## src/rtl/demux16_deser.sv

```systemverilog
// demux16_deser: routes a serial bit stream into 16 lanes under a write
// pointer, assembles a 16-transfer frame and holds it until the consumer
// takes it. Frame length is counted in transfers, not pointer position,
// so explicit lane addressing and pointer wrap never end a frame early.
module demux16_deser (
  input  logic        clk,
  input  logic        rst,
  input  logic        din,
  input  logic        din_valid,
  output logic        din_ready,
  input  logic [3:0]  sel,
  input  logic        sel_load,
  input  logic        inh,
  output logic [15:0] dout,
  output logic        dout_valid,
  input  logic        dout_ready,
  output logic [3:0]  ptr,
  output logic        overrun
);

  typedef enum logic [1:0] {
    IDLE = 2'd0,
    FILL = 2'd1,
    HOLD = 2'd2
  } state_t;

  state_t      state_reg, state_next;
  logic [4:0]  cnt_reg, cnt_next;
  logic [3:0]  ptr_reg, ptr_next;
  logic        valid_reg, valid_next;
  logic        overrun_reg, overrun_next;
  logic [15:0] dout_reg, dout_next;
  logic [15:0] lane_we;
  logic [3:0]  wr_addr;
  logic        xfer;

  // Input is accepted whenever a frame is not being held and not inhibited.
  assign din_ready = (state_reg != HOLD) && !inh;
  assign xfer      = din_valid && din_ready;
  // A coincident pointer load redirects the current write to the loaded lane.
  assign wr_addr   = sel_load ? sel : ptr_reg;

  // One write-enable per lane, decoded from the effective write address.
  generate
    for (genvar gi = 0; gi < 16; gi++) begin : g_lane
      assign lane_we[gi] = xfer && (wr_addr == 4'(gi));
    end
  endgenerate

  // Next-state, counter, pointer and flag logic.
  always_comb begin
    state_next   = state_reg;
    cnt_next     = cnt_reg;
    ptr_next     = ptr_reg;
    valid_next   = valid_reg;
    overrun_next = overrun_reg;
    dout_next    = (dout_reg & ~lane_we) | ({16{din}} & lane_we);

    case (state_reg)
      IDLE: begin
        if (xfer) begin
          cnt_next   = 5'd1;
          state_next = FILL;
        end
      end
      FILL: begin
        if (xfer) begin
          cnt_next = cnt_reg + 5'd1;
          if (cnt_reg == 5'd15) begin
            state_next = HOLD;
            valid_next = 1'b1;
          end
        end
      end
      HOLD: begin
        if (din_valid && !inh) overrun_next = 1'b1;
        if (dout_ready) begin
          state_next = IDLE;
          valid_next = 1'b0;
          cnt_next   = 5'd0;
        end
      end
      default: begin
        state_next = IDLE;
        valid_next = 1'b0;
        cnt_next   = 5'd0;
      end
    endcase

    // Pointer moves only outside HOLD; a transfer advances past the written lane.
    if (state_reg != HOLD) begin
      if (xfer)          ptr_next = wr_addr + 4'd1;
      else if (sel_load) ptr_next = sel;
    end
  end

  // State and datapath registers with synchronous reset.
  always_ff @(posedge clk) begin
    if (rst) begin
      state_reg   <= IDLE;
      cnt_reg     <= 5'd0;
      ptr_reg     <= 4'd0;
      valid_reg   <= 1'b0;
      overrun_reg <= 1'b0;
      dout_reg    <= 16'h0000;
    end else begin
      state_reg   <= state_next;
      cnt_reg     <= cnt_next;
      ptr_reg     <= ptr_next;
      valid_reg   <= valid_next;
      overrun_reg <= overrun_next;
      dout_reg    <= dout_next;
    end
  end

  assign dout       = dout_reg;
  assign dout_valid = valid_reg;
  assign ptr        = ptr_reg;
  assign overrun    = overrun_reg;

endmodule
```

## config.mk

```make
export PLATFORM = sky130hd
export DESIGN_NAME = demux16_deser
export DESIGN_NICKNAME = d
export VERILOG_FILES = /design/src/rtl/demux16_deser.sv
export SDC_FILE = /design/constraint.sdc
export NUM_CORES = 1
export LEC_CHECK = 0
export ABC_CLOCK_PERIOD_IN_PS = 1700
export CORE_UTILIZATION = 40
export CTS_CLUSTER_DIAMETER = 80
export DETAILED_ROUTE_END_ITERATION = 8
export PLACE_DENSITY = 0.68
export SLEW_MARGIN = 10
export SYNTH_ARGS = -nofsm -noshare
export SYNTH_HDL_FRONTEND = slang
export SYNTH_SLANG_ARGS = --single-unit
```

## constraint.sdc

```tcl
create_clock -name clk -period 1.7 [get_ports clk]
set_input_delay 0.34 -clock clk [delete_from_list [all_inputs] [get_ports clk]]
set_output_delay 0.34 -clock clk [all_outputs]
set_load 0.02 [all_outputs]
```

After elaboration in Yosys (flattened, before gate mapping) --
Cells that the tools add are included.
Operators by class: equality and inequality tests 23, add/sub/neg operators 2, multiplexer cells 15, reduce and logical (&&, ||, !) cells 26, bitwise logic cells 5
Operators by type and width (count):
- $and 16x16->16 | 2
- $eq 4x4->1 const B | 8
- $logic_and 1x1->1 | 19
- $eq 4x3->1 const B | 4
- $not 16->16 | 1
- $or 16x16->16 | 1
- $mux 5 | 3
- $pmux 5 s3 | 1
- $ne 2x2->1 const B | 5
- $eq 4x2->1 const B | 2
- $mux 2 | 4
- $mux 4 | 2
- $reduce_and 4->1 | 2
- $pmux 2 s3 | 1
- $add 5x1->5 const B | 1
- $eq 5x4->1 const B | 1
- $add 4x1->4 const B | 1
- $eq 4x1->1 const B | 1
- $logic_not 4->1 | 1
- $mux 1 | 3
- $pmux 1 s3 | 1
- $reduce_and 3->1 | 1
- $eq 2x1->1 const B | 1
- $eq 2x2->1 const B | 1
- other kinds (4) | 4
Storage, ports and cells: word-level logic and storage cells 77, input bits 11, flip-flop bits (word level) 29, output and inout bits 23

Longest topological paths before layout --
depth after elaboration 7, gate-level depth with buffers 8, depth with buffers taken out 6

Worst setup path after synthesis --
No wires, ideal clock.
kind input-to-reg, from input port sel_load, to register ptr_reg[2] (netlist: ptr[2]), path buffers 2, arrival 1541 ps, data required time 1626 ps, setup slack 85 ps, library setup time 74 ps, stages on the path 8, path through buf_6 > buf_6 > mux2i_1 > inv_1 > ha_1 > nand3_1 > nand4_1 > a31oi_1
Between the ends: cells in the longest elaborated chain, start to end 3
RTL lines:
- start, declared | RTL line 12 | input logic sel_load,
- $mux 4 (*)
- $add 4x1->4 | RTL line 92 | if (xfer) ptr_next = wr_addr + 4'd1;
- $mux 4 (*) | RTL line 92
- end signal, assigned | RTL line 109 | ptr_reg <= ptr_next;
- end, declared | RTL line 29 | logic [3:0] ptr_reg, ptr_next;
Mark *: on every way between the ends. The rest lies on a longest branch, timed or not. A chain may end at the register's enable or synchronous reset.

Worst setup path after layout --
from register ptr_reg[0] (netlist: ptr[0]), to output port ptr[0]
RTL lines:
- end, declared | RTL line 17 | output logic [3:0] ptr,
No word-level cell between the ends.

==> flow_metrics.env <==
export IMPL_rr_worst_depth=6
export IMPL_num_vias=1483
export IMPL_syn_avg_cell_area_um2=8.75
export IMPL_starting_density=0.424
export IMPL_report_final_hold_viol_count=0
export IMPL_tritoncts_num_buffers=5
export IMPL_antenna_found_initial=0
export IMPL_worst_r2r_endpoint="dout_valid"
export IMPL_dieArea_mm2=0.00419
export IMPL_rsz0062_at_grt="false"
export IMPL_antenna_violating_nets_post_route=0
export IMPL_cp_start_kind="register"
export IMPL_num_io_pins=34
export IMPL_clkTransAtPathRegs_ns=0.06
export IMPL_cellLeakagePower_nw=0.832
export IMPL_multi_input_comb_area_um2=886
export IMPL_fillCellCount=353
export IMPL_r2r_setup_slack_ns=0.27
export IMPL_tritoncts="yes"
export IMPL_register_area_um2=581
export IMPL_post_route_cell_area_mm2=0.00212
export IMPL_dieWidth_um=64.8
export IMPL_first_iter_violations=95
export IMPL_post_cts_buffers=0
export IMPL_synthArstFlopShare=0
export IMPL_drc=0
export IMPL_drive_above_1_share=0.170
export IMPL_skew_ns=0.00696
export IMPL_area_growth_synth_to_final_pct=34.3
export IMPL_count_of_flip_flops_with_a_built_in_enable_after_synthesis=0
export IMPL_clock_root_buffer="sky130_fd_sc_hd__clkbuf_8"
export IMPL_timing_slew_headroom=0.807
export IMPL_synth_warnings=0
export IMPL_tightest_slew_ns=0.288
export IMPL_syn_cell_area_mm2=0.00158
export IMPL_fin_crit_ns=1.63
export IMPL_critical_path_max_stage_delay_ns=0.62
export IMPL_timing_final_setup_violations=0
export IMPL_totalWireLength_mm=3.71
export IMPL_row_count=22
export IMPL_detail_route_vias_per_cell=5.45
export IMPL_crit_required_ns=1.36
export IMPL_place_inst=264
export IMPL_post_route_fraction_of_the_period_consumed_by_the_critical_path=0.958
export IMPL_timing_rr_start="cnt_reg[0]"
export IMPL_mappedNetlistNets=197
export IMPL_clock_fmax_mhz=614
export IMPL_arrival_time_at_the_worst_endpoint_ns=1.29
export IMPL_placedInstanceArea_mm2=0.00198
export IMPL_worstSetupStartpoint="ptr[0]"
export IMPL_globalRouteTotalUtil=0.191
export IMPL_timing_max_cap_violations=0
export IMPL_endpoint_kind="output port"
export IMPL_htree_levels=2
export IMPL_yosys_cell_types_count=42
export IMPL_worst_path_max_fanout=3
export IMPL_crit_path_top_delay_cell="sky130_fd_sc_hd__clkdlybuf4s50_1"
export IMPL_grt_overflow_total=0
export IMPL_grt_pass1_wl_mm=6.22
export IMPL_outcome="finished clean"
export IMPL_detail_route_wl_per_cell_um=13.6
export IMPL_timing_max_transition_violations_final=0
export IMPL_source_to_sink_clock_delay_at_the_later_pin_of_the_worst_skew_pair_ns=0.28
export IMPL_number_of_global_route_vias_before_repair=1424
export IMPL_port_buffers=33
export IMPL_crit_buf_inv=1
export IMPL_synthesis_instances=180
export IMPL_timing_critical_path_depth=1
export IMPL_place_worst_setup_slack_ns=-0.517
export IMPL_synth_register_bits=29
export IMPL_routabilityCongestion=0.794
export IMPL_instances_no_fill=272
export IMPL_drt_pass1_iter_count=4
export IMPL_grt_max_degree=18
export IMPL_crit_path_cell_trace="clkdlybuf4s50_1"
export IMPL_ir_worst_vdd_v=0.000441
export IMPL_sequential_cell_area_fraction_in_the_yosys_report=0.369
export IMPL_synthFlopType="sky130_fd_sc_hd__dfxtp_1"
export IMPL_path_delay_family="buffers and inverters"
export IMPL_cts_sink_count=29
export IMPL_power_density_mw_per_mm2=858
export IMPL_cp_endpoint="ptr[0]"
export IMPL_place_hpwl_mm=2.77
export IMPL_die_height_um=64.8
export IMPL_design_final_nets=240
export IMPL_timing_worst_setup_path_type="register to output port"
export IMPL_core_region_area_mm2=0.00372
export IMPL_antennaDiodeCount=0
export IMPL_clock_path_buffers=2
export IMPL_setup_slack_ns=0.0716
export IMPL_holdCritPathClass="register to register"
power by group:
part / internal [W] / switching [W]
Combinational: 0.000118 / 0.000133
Sequential: 0.000696 / 0.0000173
Clock: 0.000582 / 0.000268
Total: 0.00140 / 0.000419
layout by cell type (no fill, tap or decap), types with 6 or more instances in the layout:
master,n
sky130_fd_sc_hd__clkdlybuf4s50_1,28
sky130_fd_sc_hd__a21oi_1,21
sky130_fd_sc_hd__buf_4,16
sky130_fd_sc_hd__o21ai_0,13
sky130_fd_sc_hd__nand3_1,22
sky130_fd_sc_hd__ha_1,6
sky130_fd_sc_hd__dfxtp_1,29
sky130_fd_sc_hd__and3_1,6
sky130_fd_sc_hd__nor2_1,11
area by class of cell:
| cell class | instances | share of cell area |
|---|---|---|
| clock buffer | 5 | 0.0325 |
| sequential | 29 | 0.274 |
| clock inverter | 3 | 0.0308 |
| timing repair buffer | 49 | 0.210 |
| multi-input combinational | 135 | 0.419 |
| tap | 48 | 0.0284 |
| inverter | 3 | 0.00532 |
cells in the mapped netlist (all sizes together), types with 2 or more instances:
cell type | count | area (µm²)
nand2 | 5 | 18.8
nand4 | 2 | 12.5
nand3 | 22 | 110
nor3 | 3 | 15.0
and3b | 2 | 17.5
a21oi | 21 | 105
nand2b | 2 | 20.0
xor2 | 3 | 26.3
a211oi | 3 | 32.5
nor3b | 3 | 22.5
o21a | 3 | 30.0
buf | 5 | 46.3
clkbuf | 8 | 63.8
o21bai | 2 | 15.0
a31oi | 3 | 18.8
nor2 | 11 | 41.3
or2 | 2 | 12.5
and3 | 6 | 37.5
o21ai | 18 | 90.1
inv | 3 | 11.3
a21o | 2 | 16.3
dfxtp | 29 | 581
mux2i | 6 | 72.6
o211ai | 3 | 22.5
ha | 6 | 75.1
what timing repair did:
item / CTS / global route
setup endpoints to repair: 21 / 11
hold buffers: 0 / 0
resized for setup: 5 / 8
layer usage:
layer | global-route usage | vias up | part of all wire
met4 | 0.0806 | 0 | 0.018
met2 | 0.350 | 43 | 0.50
met1 | 0.213 | 696 | 0.43
met3 | 0.0335 | 9 | 0.042
met5 | 0 | - | 0
li1 | - | 735 | -
per-stage QoR:
step | total power [W] | TNS, ns | util | hold WS (ns)
after CTS | 0.00183 | 0 | 0.567 | 0.475
after detailed placement | 0.000976 | -9.26 | 0.532 | 0.460
final | 0.00182 | 0 | 0.569 | 0.470
after floorplan | 0.000881 | 0 | - | 0.472
after global routing | 0.00189 | 0 | 0.569 | 0.497
after global placement | 0.000970 | -7.72 | 0.532 | 0.453
how the worst min path moves through the flow:
stage,start,endpoint,slack (ns),depth (start not counted)
2_1_floorplan,cnt_reg[3],cnt_reg[3],0.47,2
3_3_place_gp,overrun,overrun,0.45,2
3_5_place_dp,overrun,overrun,0.46,2
4_1_cts,overrun,overrun,0.48,2
5_1_grt,overrun,overrun,0.50,2
6_report,overrun,overrun,0.47,2
cell families after synthesis:
group | after synthesis | share of synthesized area
AND/OR/NAND/NOR | 62 | 0.217
AO/OA/AOI/OAI | 57 | 0.222
flip-flops | 29 | 0.369
buffers and inverters | 16 | 0.0770
multiplexers | 6 | 0.0461
adder cells (fa/ha/maj) | 6 | 0.0477
XOR/XNOR | 4 | 0.0222
(Power assumes the default switching activity.)
